File: src/rtl/pwm_ticked.sv
// Tick-driven PWM with double-buffered period/duty and a wrap pulse.
// Define PWM_CENTER_EN for center-aligned (up/down) counting.
module pwm_ticked #(
  parameter int W = 8
) (
  input  logic         clock,
  input  logic         reset,
  input  logic         tick,
  input  logic [W-1:0] period,
  input  logic [W-1:0] duty,
  input  logic         put,
  output logic         out,
  output logic         wrap,
  output logic [W-1:0] phase
);

  logic [W-1:0] act_p;
  logic [W-1:0] act_d;
  logic [W-1:0] pend_p;
  logic [W-1:0] pend_d;
  logic         pend_v;
  logic         run;
  logic         at_top;
  logic         roll;

  assign run    = act_p != '0;
  assign at_top = run && (phase == act_p - W'(1));
  assign out    = run && (phase < act_d);

`ifdef PWM_CENTER_EN
  logic dir;
  assign roll = run && tick && dir && (phase == '0);
`else
  assign roll = run && tick && at_top;
`endif

  always_ff @(posedge clock) begin
    if (reset) begin
      act_p  <= '0;
      act_d  <= '0;
      pend_p <= '0;
      pend_d <= '0;
      pend_v <= 1'b0;
      phase  <= '0;
      wrap   <= 1'b0;
`ifdef PWM_CENTER_EN
      dir    <= 1'b0;
`endif
    end else begin
      wrap <= roll;
      if (!run) begin
        phase <= '0;
`ifdef PWM_CENTER_EN
        dir   <= 1'b0;
`endif
        if (put) begin
          act_p <= period;
          act_d <= duty;
        end
      end else begin
`ifdef PWM_CENTER_EN
        if (tick) begin
          if (!dir) begin
            if (at_top) dir <= 1'b1;
            else phase <= phase + W'(1);
          end else begin
            if (phase == '0) dir <= 1'b0;
            else phase <= phase - W'(1);
          end
        end
`else
        if (tick) phase <= at_top ? '0 : phase + W'(1);
`endif
        // A put landing on the rollover edge wins over any pending value
        if (roll) begin
          if (put) begin
            act_p <= period;
            act_d <= duty;
          end else if (pend_v) begin
            act_p <= pend_p;
            act_d <= pend_d;
          end
          pend_v <= 1'b0;
        end else if (put) begin
          pend_p <= period;
          pend_d <= duty;
          pend_v <= 1'b1;
        end
      end
    end
  end

endmodule

File: config.mk
export PLATFORM = sky130hd
export DESIGN_NAME = pwm_ticked
export DESIGN_NICKNAME = d
export VERILOG_FILES = /design/src/rtl/pwm_ticked.sv
export SDC_FILE = /design/constraint.sdc
export NUM_CORES = 1
export LEC_CHECK = 0
export CAP_MARGIN = 5
export CORE_ASPECT_RATIO = 0.8
export CORE_MARGIN = 2
export CORE_UTILIZATION = 44
export CTS_CLUSTER_SIZE = 30
export DETAILED_ROUTE_END_ITERATION = 10
export PLACE_DENSITY = 0.68
export SLEW_MARGIN = 20
export SYNTH_ARGS = -nofsm -noshare
export SYNTH_HDL_FRONTEND = slang
export SYNTH_SLANG_ARGS = --single-unit
File: constraint.sdc
create_clock -name clock -period 2.3 [get_ports clock]
set_clock_uncertainty 0.1 [all_clocks]
set_input_delay 0.46 -clock clock [delete_from_list [all_inputs] [get_ports clock]]
set_output_delay 0.46 -clock clock [all_outputs]
set_load 0.01 [all_outputs]
Yosys cells after proc, flatten, opt, wreduce, memory -nomap -nowiden
Index checks and enable logic that the tools add are counted.
{"block": "op_classes", "mux": 13, "add_sub_neg": 2, "bitwise": 2, "eq_ne": 3, "n_lt_le_gt_ge": 1, "reduce_logical": 11}
{"cell": "$mux W8", "n": 11}
{"cell": "$add A8 B1 Y8 const B", "n": 1}
{"cell": "$eq A8 B8 Y1", "n": 1}
{"cell": "$lt A8 B8 Y1", "n": 1}
{"cell": "$reduce_bool A8 Y1", "n": 1}
{"cell": "$sub A8 B1 Y8 const B", "n": 1}
{"cell": "$reduce_and A3 Y1", "n": 2}
{"cell": "$logic_and A1 B1 Y1", "n": 4}
{"cell": "$reduce_bool A2 Y1", "n": 2}
{"cell": "$ne A3 B3 Y1 const B", "n": 1}
{"cell": "$mux W1", "n": 2}
{"cell": "$ne A2 B1 Y1 const B", "n": 1}
{"cell": "$not A1 Y1", "n": 2}
{"cell": "$reduce_and A2 Y1", "n": 1}
{"cell": "$reduce_or A2 Y1", "n": 1}
{"block": "word_totals", "ff_bits": 42, "out_inout_bits": 10, "inputBits": 20, "elab_cells": 39}

Logic depth before layout (Yosys ltp)
Gate-level depths: netlist (run 1).
{"block": "logic_depth", "ltp_word": 6, "ltp_mapped": 10}

Worst setup path after synthesis (run 1)
Ideal clock, no wire load.
{"block": "synth_path", "path_type": "register -> register", "from": "register act_p[0]", "to": "register pend_d[6]", "path_stages_with_launch": 9, "setup_ns": 0.120, "path_slack_ns": -0.155, "arrival_time_ns": 2.236, "path_cell_list": "dfxtp_1 -> or4_1 -> or3_1 -> a211oi_2 -> nand4bb_2 -> and3_1 -> buf_6 -> buf_6 -> mux2i_1"}
{"block": "synth_via", "elab_chain_cells": 6}
{"item": "start: declaration", "line": "17", "text": "logic [W-1:0] act_p;"}
{"item": "start signal: assignment", "line": "57", "text": "act_p <= period;"}
{"item": "start signal: assignment", "line": "77", "text": "act_p <= period;"}
{"item": "start signal: assignment", "line": "80", "text": "act_p <= pend_p;"}
{"item": "$sub A8 B1 Y8", "line": "27", "text": "assign at_top = run && (phase == act_p - W'(1));"}
{"item": "$eq A8 B8 Y1", "line": "27"}
{"item": "$logic_and A1 B1 Y1", "line": "27"}
{"item": "$logic_and A1 B1 Y1", "line": "34", "text": "assign roll = run && tick && at_top;"}
{"item": "$not A1 Y1 (no line)"}
{"item": "$reduce_and A3 Y1 (no line) (*)"}
{"item": "end signal: assignment", "line": "86", "text": "pend_d <= duty;"}
{"item": "end: declaration", "line": "20", "text": "logic [W-1:0] pend_d;"}
Every way passes the cells marked *; elsewhere a longest branch is shown, timed or not.
A chain may end at the register's enable or synchronous reset.

Worst setup path in the final report (run 1)
{"block": "layout_path", "from": "register act_d[1]", "to": "output port out"}
{"block": "layout_via", "elab_chain_cells": 2}
{"item": "start: declaration", "line": "18", "text": "logic [W-1:0] act_d;"}
{"item": "start signal: assignment", "line": "58", "text": "act_d <= duty;"}
{"item": "start signal: assignment", "line": "78", "text": "act_d <= duty;"}
{"item": "start signal: assignment", "line": "81", "text": "act_d <= pend_d;"}
{"item": "$lt A8 B8 Y1", "line": "28", "text": "assign out = run && (phase < act_d);"}
{"item": "$logic_and A1 B1 Y1", "line": "28"}
{"item": "end: declaration", "line": "12", "text": "output logic out,"}
No other way between the ends.

==> results of run 1 <==
cell usage in the layout, fill, tap and decap left out, drive strengths merged, types with 3 or more instances in the layout:
master and count:
clkbuf 5, mux2i 32, dfxtp 42, xnor2 6, nand4 3, clkdlybuf4s50 28
nand2 38, nor2 19, ha 10, a21oi 3, and3 5, a211oi 3
inv 10, buf 31, o21ai 19, o311a 16, xor2 10, a21o 3
flip-flops by register name, indices dropped and copies added, names as in the netlist:
register / flops
phase: 8
pend_d: 8
act_p: 8
pend_p: 8
act_d: 8
pend_v: 1
wrap: 1
metal layers:
| layer | vias up | part of all wire [%] | track usage (%) |
|---|---|---|---|
| met1 | 987 | 49 | 28.7 |
| li1 | 1021 | - | - |
| met4 | 0 | 1.7 | 7.34 |
| met3 | 11 | 3.2 | 3.81 |
| met2 | 40 | 46 | 32.0 |
| met5 | - | 0 | 0 |
power groups by stage:
stage / logic (mW) / clock network (mW) / registers, mW
after floorplan: 1.55 / 0 / 1.11
after global placement: 2.37 / 0 / 1.09
after detailed placement: 2.40 / 0 / 1.09
after CTS: 2.66 / 0.475 / 1.09
after global routing: 3.08 / 0.495 / 1.11
final: 2.85 / 0.461 / 1.09
worst min-delay path, stage by stage, from the launching register on:
cell	delay, ns
dfxtp_1	0.32
nand2_1	0.05
mux2i_1	0.05
logic make-up after synthesis:
logic type	share of synthesized area, %
xor+xnor	6.09
mux	13.9
flops	36.5
compound gates	17.2
fa+ha+maj	5.43
simple gates	15.9
buf+inv	4.95
worst max-delay path by stage:
stage,startpoint,to,slack (ns),depth (start not counted)
finish,act_d[1],out,-0.05,8
global route,act_d[1],out,-0.13,8
CTS,act_p[5],pend_p[5],-0.09,6
detailed placement,act_p[0],act_p[0],-0.26,6
global placement,act_d[1],out,-0.22,8
floorplan,act_p[0],pend_d[6],-0.1,8
metrics by stage:
step	setup slack [ns]	power, mW	setup TNS, ns	instances	util, %
floorplan	-0.0978	2.67	-1.19	257	-
global placement	-0.221	3.45	-3.41	361	57.2
detailed placement	-0.259	3.49	-5.29	361	57.2
CTS	-0.0928	4.22	-2.21	370	60.7
global route	-0.135	4.68	-2.64	370	62.3
finish	-0.0496	4.40	-0.369	370	62.3
what timing repair did:
item,4_1_cts,5_1_grt
buffers inserted,2,2
gates cloned,1,0
resized for setup,24,35
pin swaps,12,7
endpoints found under the setup margin,40,42
layout make-up:
type | instances | area [um2] | area share [%]
Inverter | 10 | 37.5 | 1.20
Tap cell | 62 | 77.6 | 2.47
Multi-Input combinational cell | 190 | 1520 | 48.5
Sequential cell | 42 | 846 | 27.0
Timing Repair Buffer | 59 | 577 | 18.4
Clock inverter | 2 | 10.0 | 0.319
Clock buffer | 5 | 68.8 | 2.19
==> metrics, run 1 <==
Sw Pwr 1.78 mW; drt first pass iters 4; CP delay by family, top compound AO/OA/AOI/OAI gates; Die ar. 5830 um2; final WL 5600 um; Slew HR 75.8%; status finished, violations left; fraction of layout cells with a size suffix above 1 24.0%; grt ovf 0; violated checks setup timing; HPWL Detailed 3810 um; Final #Nets 338; setup ws final -0.0496 ns; most frequent cell after synthesis dfxtp_1; core area 5040 um2; CTS Buf Count 5; peak supply drop 1.57 mV; R2R Setup Slk -0.03 ns; CP Capture Type primary output; worst-path maximum fanout 2; Post-synth ARST share 0%; Final Hold Viols 0; mapped cell area 2300 um2; # diodes 0; Yosys reg bits 42; Min-Delay Path Depth 2; Overall Global Routing Usage 20.5%; H-tree depth 2; Die Height 68.7 um; # DRC 0; min cycle time layout 2.35 ns; fin area 3140 um2; Least-Margin Pin Slew 0.362 ns; # rows 23; Primary FF master, synth dfxtp_1; reg2reg end pend_p[5]; synth cell count leaders dfxtp_1 (42), nand2_1 (38), mux2i_1 (32); WHS 0.360 ns; top cells by area, synth dfxtp_1 (37%), mux2i_1 (14%), o311a_1 (7.0%); f_max 426 MHz; Slowest-stage cell, CP dfxtp_2; Worst EP required 1.74 ns; Clk pwr share 10.5%; syn_area_per_cell 8.96 um2; final worst path period share 102%; Worst-path clk slew 0.08 ns; cell taking the most area after synthesis dfxtp_1; EDFF count, synth 0; Syn Inst Count 257; LEAKAGE 1.34 nW; syn nets 287; Max stage delay on crit path 0.34 ns; drt via density 5.56; Area Overhead vs Synth 36.3%; via count 2059; DIE WIDTH 84.9 um; Worst Hold Class reg -> reg; Synth cell types 41; I/O Pins 30; critical path launch point type flip-flop; cell mode on critical path a21o_1; WL/cell 15.1 um; initial antenna violation count 0; PortBufs 29; unrepaired setup endpoints after global routing yes; critical setup path kind reg -> out; vias in the first global route 1950; Initial Utilization 45.7%; CTS Hold Bufs 0; CTS Root Buffer Type clkbuf_8; Synth warnings 0; Synth top area share 36.5%; antenna-violating nets left 0; final setup fails 32; Clock Tree Buf Depth 2; max_cap viols 0; placed cell areas 2880 um2; register area share after synthesis 36.5%; cell area power density 1400 nW/um2; gpl congestion 0.878; reg2reg start act_p[1]; Buf/Inv on CP 2; first-pass GRT wire length 9340 um; DRC marker count from the first detailed-route iteration 128; Reg power frac 24.8%; max-slew violations 0; Cell Chain, Critical Path inv_2, ha_4, a21o_1, a21o_1, a211oi_2, o21bai_1, a31oi_1, buf_2; Switching Share 40.5%; worst hold start pend_d[3]; WP data arrival 1.79 ns; Fillers 431; largest net degree at the start of global routing 50; Comb pwr share 64.7%; Worst Hold End pend_d[3]; Pint 2.62 mW; CTS tree built; worst skew pair latency 0.29 ns; clk sinks 42; Worst Reg-to-Reg Cells 8
Note: power is estimated with default switching activity, not from simulation.
==> inputs of run 2 (changes only) <==
--- a/config.mk
+++ b/config.mk
@@ -11,7 +11,9 @@
 export CORE_UTILIZATION = 44
 export CTS_CLUSTER_SIZE = 30
 export DETAILED_ROUTE_END_ITERATION = 10
-export PLACE_DENSITY = 0.68
+export DONT_BUFFER_PORTS = 1
+export GPL_ROUTABILITY_DRIVEN = 0
+export REMOVE_ABC_BUFFERS = 1
 export SLEW_MARGIN = 20
 export SYNTH_ARGS = -nofsm -noshare
 export SYNTH_HDL_FRONTEND = slang
==> metrics, run 2 (synthesized netlist as in run 1, its figures left out) <==
Worst Hold Class in -> reg; Area Overhead vs Synth 22.9%; Slew HR 67.8% (-8.0 points); Overall Global Routing Usage 19.2% (-1.3 points); status finished, violations left; WP data arrival 2.50 ns (+0.71 ns); CP Capture Type flip-flop; # rows 23 (unchanged); Sw Pwr 1.67 mW (-6.4%); final worst path period share 103% (+0.50 points); fin area 2830 um2 (-9.8%); drt first pass iters 4 (unchanged); core area 5040 um2 (unchanged); unrepaired setup endpoints after global routing yes; dpl ws -0.104 ns (+0.155 ns); Die ar. 5830 um2 (unchanged); largest net degree at the start of global routing 50 (unchanged); critical setup path kind reg -> reg; I/O Pins 30 (unchanged); PortBufs 0 (-100%); Final Hold Viols 0 (unchanged); placed cell areas 2600 um2 (-9.8%); Clock Tree Buf Depth 2 (unchanged); most frequent cells in the layout nand2_1 (38), dfxtp_1 (37), buf_4 (34); Switching Share 38.4% (-2.1 points); CTS tree built; Reg power frac 25.3% (+0.5 points); cell area power density 1530 nW/um2 (+9.5%); Comb pwr share 62.9% (-1.8 points); LEAKAGE 1.24 nW (-7.2%); worst skew pair latency 0.30 ns (about the same); DIE WIDTH 84.9 um (unchanged); clk sinks 42 (unchanged); final WL 5290 um (-5.6%); Worst EP required 2.44 ns (+0.70 ns); grt ovf 0 (unchanged); Pwr Total 4.34 mW (-1.3%); WHS 0.123 ns (-0.237 ns); DRC marker count from the first detailed-route iteration 100 (-22%); Least-Margin Pin Slew 0.484 ns (+0.122 ns); antenna-violating nets left 0 (unchanged); # diodes 0 (unchanged); min cycle time layout 2.36 ns (+0.0115 ns); drt via density 5.46 (-1.8%); CTS Buf Count 5 (unchanged); Die Height 68.7 um (unchanged); commonest non-fill, non-tap cell in the layout nand2_1; # DRC 0 (unchanged); WL/cell 15.2 um (+0.11%); peak supply drop 1.30 mV (-17%); max-slew violations 0 (unchanged); vias in the first global route 1818 (-6.8%); initial antenna violation count 0 (unchanged); Final #Nets 316 (-6.5%); max_cap viols 0 (unchanged); violated checks setup timing; setup ws final -0.0611 ns (-0.0115 ns); H-tree depth 2 (unchanged); Pint 2.68 mW (+2.2%); CTS Root Buffer Type clkbuf_8; f_max 424 MHz (-0.49%); HPWL Detailed 3610 um (-5.1%); critical path launch point type flip-flop; via count 1907 (-7.4%); Clk pwr share 11.8% (+1.3 points); final setup fails 33 (+3.1%); Initial Utilization 45.7% (unchanged); fraction of layout cells with a size suffix above 1 25.4% (+1.4 points); Worst-path clk slew 0.08 ns (about the same); Setup TNS Final -1.37 ns (-1.00 ns); first-pass GRT wire length 8650 um (-7.4%); worst-path maximum fanout 16 (+14)
==> run 2: cell types whose count changed in the layout (fill, tap and decap cells not counted), sizes merged <==
| cell | change |
|---|---|
| clkbuf | +1 |
| clkdlybuf4s50 | -28 |
| buf | +7 |
| clkinv | -1 |
| and3 | -1 |
| clkinvlp | +1 |
==> run 2: routing by layer <==
metal / up-vias / global-route usage [%] / part of all wire (%)
met5: - / 0 / 0
met4: 0 / 5.36 / 0.83
met3: 5 / 3.81 / 3.3
met2: 29 / 33.3 / 46
met1: 902 / 24.7 / 49
li1: 971 / - / -
==> run 2: repair_timing <==
item	in CTS	in global routing
gates resized for setup	18	18
buffers inserted	2	1
gates cloned	1	0
pin swaps	5	1
endpoints found under the setup margin	37	41
hold buffers	0	0
==> run 2: layout make-up <==
| class | count | area, um2 |
|---|---|---|
| Tap cell | 62 | 77.6 |
| Fill cell | 438 | 2210 |
| Clock inverter | 2 | 12.5 |
| Clock buffer | 6 | 82.6 |
| Sequential cell | 42 | 847 |
| Timing Repair Buffer | 38 | 343 |
| Multi-Input combinational cell | 189 | 1430 |
| Inverter | 10 | 37.5 |
==> run 2: worst max-delay path: stages (launching register included) <==
cell	delay, ns
dfxtp_2	0.35
or4_4	0.53
or3_4	0.36
a211oi_4	0.24
nand4bb_2	0.14
buf_4	0.16
nor2_2	0.12
buf_12	0.16
o311a_1	0.15
==> run 2: final timing paths <==
| check | from | to | slack [ns] | cells after the start |
|---|---|---|---|---|
| worst max register to register | act_p[0] | act_p[2] | -0.06 | 8 |
| worst min register to register | pend_d[1] | pend_d[1] | 0.36 | 2 |
| worst min-delay path | reset | wrap | 0.12 | 1 |
| worst max-delay path | act_p[0] | act_p[2] | -0.06 | 8 |
==> run 2: power by group through the flow <==
stage	Sequential (mW)	Clock [mW]	Combinational (mW)
6_report	1.10	0.512	2.73
5_1_grt	1.13	0.559	2.97
4_1_cts	1.09	0.526	2.64
3_5_place_dp	1.09	0	2.29
3_3_place_gp	1.09	0	2.27
2_1_floorplan	1.11	0	1.45
==> run 2: per-stage QoR <==
stage / utilization, % / cells
after floorplan: - / 241
after global placement: 51.6 / 337
after detailed placement: 51.6 / 337
after CTS: 55.5 / 348
after global routing: 56.2 / 349
final: 56.2 / 349
==> variant 1 (settings of run 1) <==
The parameter `W` goes from 8 to 10.
--- a/src/rtl/pwm_ticked.sv
+++ b/src/rtl/pwm_ticked.sv
@@ -1,7 +1,7 @@
 // Tick-driven PWM with double-buffered period/duty and a wrap pulse.
 // Define PWM_CENTER_EN for center-aligned (up/down) counting.
 module pwm_ticked #(
-  parameter int W = 8
+  parameter int W = 10
 ) (
   input  logic         clock,
   input  logic         reset,
Interface: changed (resized duty, period and phase); port bits go from 30 to 36. The function was not compared with the original's and may differ.
==> variant 1 against run 1 <==
The flow still finishes with violations (setup timing). Sequential cell count up 10. Power down 15%. Wire length increased by 49%. Cell area increased by 37%. Worst hold slack improved by 0.53 ps. Area after synthesis increased by 30%. Combinational power down 29%. Largest cell class unchanged. Worst setup slack got worse by 130 ps.
==> variant 1: results (changes against run 1) <==
| Metric | Value |
|---|---|
| Distinct cells, synth | 45 (+9.8%) |
| Status | finished with violations |
| Clock Latency Late Sink | 310 ps (+20 ps) |
| Final setup violation count | 46 (+44%) |
| Global placer's final weighted congestion | 0.874 (-0.40%) |
| Fraction of registers with async set/reset | 0 (unchanged) |
| Leak Pwr | 1.68 nW (+26%) |
| DP HPWL | 5210 um (+37%) |
| Syn nets | 387 (+35%) |
| Nets | 462 (+37%) |
| Pre-CTS setup slack | -374 ps (-115 ps) |
| Relative slew slack | 0.757 (-0.000861) |
| Peak VDD IR | 0.501 mV (-68%) |
| GR Util met2 | 0.340 (+0.0204) |
| Commonest cells post-synth | dfxtp_1, nand2_1, mux2i_1 |
| Number of global-route vias before repair | 2,621 (+34%) |
| Fill cell count | 507 (+18%) |
| Post-synthesis sequential area ratio | 0.349 (-0.0167) |
| Worst setup margin | -178 ps (-129 ps) |
| CP arrival | 1920 ps (+130 ps) |
| Wire length of the first global-routing pass | 12,500 um (+34%) |
| WL per Instance | 16.4 um (+8.4%) |
| Share of cells above drive strength 1 | 0.320 (+0.0797) |
| IO buf count | 35 (+21%) |
| Via count | 2,833 (+38%) |
| Int Pwr | 0.00240 W (-8.5%) |
| Initial drt markers | 177 (+38%) |
| Failing checks | setup timing |
| Top cells by area, synth | dfxtp_1, mux2i_1, nand2_1 |
| Grt met3 use | 0.0398 (+0.00171) |
| GRT Util Overall | 0.215 (+0.00963) |
| CTS Buf Count | 5 (unchanged) |
[variant 1: critical path: stages, from the launching register on]
cell and delay (ps):
dfxtp_2 340, inv_2 40, ha_4 220, a21o_1 170, a21o_1 150, a21o_1 150, a21oi_1 120, o21ai_1 80
a41oi_1 160, buf_2 160
[variant 1: cell families after synthesis]
group,after synthesis,synth area share
AND/OR/NAND/NOR,133,0.223
AO/OA/AOI/OAI,59,0.134
flip-flops,52,0.349
multiplexers,41,0.137
buffers and inverters,39,0.0578
XOR/XNOR,15,0.0486
adder cells (fa/ha/maj),12,0.0503
[variant 1: layout make-up]
cell class                      instances  area [um2]  share of cell area
Clock buffer                            5        68.8              0.0160
Clock inverter                          1        30.0             0.00698
Inverter                               14        55.1              0.0128
Multi-Input combinational cell        261        2070               0.481
Sequential cell                        52        1050               0.244
Tap cell                               84         105              0.0244
Timing Repair Buffer                   92         925               0.215
[variant 1: through the flow]
step                area, um2  hold slack, ps  instances  TNS [ps]
global route             4300             375        509     -9130
CTS                      4000             363        499     -4610
floorplan                3030             334        351      -927
detailed placement       3690             346        486     -3280
finish                   4300             360        509     -4250
global placement         3690             341        486     -2950
[variant 1: timing repair]
action | CTS | global route
resized for setup | 32 | 48
setup buffers | 4 | 9
setup endpoints to repair | 47 | 50
cloned | 4 | 4
pin swaps | 13 | 18
[variant 1: routing by layer]
layer  wire length, um  part of all wire
met1              3770              0.45
met2              4040              0.48
met3               374             0.045
met4               174             0.021
met5                 0                 0
[variant 1: power by group through the flow]
stage / registers, W / logic [W] / clock network, W
finish: 0.00113 / 0.00201 / 0.000622
global route: 0.00115 / 0.00214 / 0.000666
CTS: 0.00112 / 0.00174 / 0.000629
detailed placement: 0.00114 / 0.00150 / 0
global placement: 0.00113 / 0.00148 / 0
floorplan: 0.00114 / 0.00101 / 0
[variant 1: worst paths after layout]
| kind | start | end | slack (ps) | cells past startpoint |
|---|---|---|---|---|
| max | act_d[1] | out | -180 | 9 |
| min | pend_d[5] | pend_d[5] | 360 | 2 |
| max reg2reg | act_p[1] | pend_d[1] | -170 | 11 |
| min reg2reg | pend_d[5] | pend_d[5] | 360 | 2 |
==> variant 2 (flow settings as in run 1) <==
Without the edit above. Put a register stage on the output `out`. The value now appears one clock later. The other outputs are not delayed to match.
--- a/src/rtl/pwm_ticked.sv
+++ b/src/rtl/pwm_ticked.sv
@@ -25,7 +25,9 @@
 
   assign run    = act_p != '0;
   assign at_top = run && (phase == act_p - W'(1));
-  assign out    = run && (phase < act_d);
+  always_ff @(posedge clock) begin
+    out <= run && (phase < act_d);
+  end
 
 `ifdef PWM_CENTER_EN
   logic dir;
Check against the original RTL: not equivalent (a bounded check fails within 4 cycles, from zero or initial values and one cycle with reset high).
==> variant 2 against run 1 <==
The run still ends with setup timing left. Wire length increased by 3.1%. Worst setup slack got worse by 65 ps. Cell area unchanged. Area after synthesis increased by 0.87%. Sequential cell count increased by 1. Count of clock-buffer cells in the layout increased by 1. Power increased by 3.7%. Combinational power decreased by 5%. Critical path type is now reg -> reg. Largest power group unchanged.
==> variant 2: results (changes against run 1) <==
| Metric | Value |
|---|---|
| Post-synthesis sequential area ratio | 0.371 (+0.00547) |
| GRT Util Overall | 0.191 (-0.0141) |
| Synth Area in Adders | 0.0539 (-0.000469) |
| Post-synthesis mux area share | 0.138 (-0.00120) |
| Failing checks | setup timing |
| Top cells by area, synth | dfxtp_1, mux2i_1, o311a_1 |
| Global placer's final weighted congestion | 0.856 (-2.5%) |
| CP arrival | 2510 ps (+720 ps) |
| Reg-to-reg critical path endpoint | pend_d[0] |
| Peak VDD IR | 1.00 mV (-36%) |
| Met1 Use GR | 0.251 (-0.0362) |
| Switching Share | 0.373 (-0.0319) |
| Leak Pwr | 1.34 nW (about the same) |
| Avg Inst Size Synth | 9.00 um2 (+0.48%) |
| Post-route setup TNS | -1800 ps (-1430 ps) |
| XOR/XNOR Fraction of Synth Area | 0.0603 (-0.000525) |
| Number of global-route vias before repair | 1,824 (-6.5%) |
| R2r worst-path depth | 7 (-1) |
| Final WL | 5770 um (+3.1%) |
| Compound-cell area share of the yosys netlist | 0.170 (-0.00148) |
| Ys Warns | 0 (unchanged) |
| Clock net power | 0.000706 W (+53%) |
| Worst setup margin | -115 ps (-65.2 ps) |
| Combinational power | 0.00271 W (-5%) |
| Placed insts | 357 (-1.1%) |
| GR Util met2 | 0.322 (+0.00238) |
| Commonest cells post-synth | dfxtp_1, nand2_1, mux2i_1 |
| Fill cell count | 427 (-0.93%) |
| Placed Instance Area | 2840 um2 (-1.4%) |
| WL met3 | 219 um (+23%) |
| IO buf count | 29 (unchanged) |
| Status | finished with violations |
| Hold WC Path Type | reg -> reg |
| Wire length of the first global-routing pass | 8780 um (-5.9%) |
| Nets | 337 (-0.30%) |
| Wire length on met1 | 2770 um (+0.14%) |
| DP HPWL | 3730 um (-2.2%) |
| Via count | 2,047 (-0.58%) |
| Worst hold start | pend_d[2] |
| Max stage delay on crit path | 530 ps (+190 ps) |
| Initial drt markers | 117 (-8.6%) |
| Gate power share | 0.594 (-0.053) |
| Hold Slack | 362 ps (+2.93 ps) |
| Final setup violation count | 31 (-3.1%) |
| Grt met3 use | 0.0357 (-0.00238) |
| Slowest cell on crit path | or4_4 |
| CP Launch Point | act_p[0] |
| Routed wl met2 | 2720 um (+6.3%) |
| Max Fanout on Critical Path | 8 (+6) |
| Syn nets | 288 (+0.35%) |
| Share of cells above drive strength 1 | 0.182 (-0.0584) |
| Critical Path Sink Type | register |
| Relative slew slack | 0.594 (-0.164) |
## variant 2: changes by cell type in the layout (fill, tap and decap cells not counted), moves of 2 or more
cell       delta
bufinv_16     +2
clkinv_2      -2
dfxtp_1       +3
o21ai_0      +16
o21ai_1       -3
dfxtp_2       -3
o21ai_2      -12
## variant 2: timing repair
| action | in CTS | in global routing |
|---|---|---|
| cloned | 0 | 2 |
| resized for setup | 9 | 12 |
| endpoints found under the setup margin | 39 | 40 |
| setup buffers | 2 | 1 |
| pin swaps | 3 | 5 |
## variant 2: layout make-up
type,instances,area [um2],area share
inverter,10,37.5,0.0120
clock buffer,6,72.6,0.0231
clock inverter,2,60.1,0.0191
multi-input combinational,190,1460,0.464
timing repair buffer,57,568,0.181
sequential,43,866,0.276
tap,62,77.6,0.0247
## variant 2: cell families after synthesis
| family | after synthesis |
|---|---|
| and+or+nand+nor | 78 |
| AOI/OAI and AO/OA | 53 |
| DFF | 43 |
| muxes | 32 |
| buffers and inverters | 26 |
| xor gates and xnor gates | 16 |
| adders and majority gates | 10 |
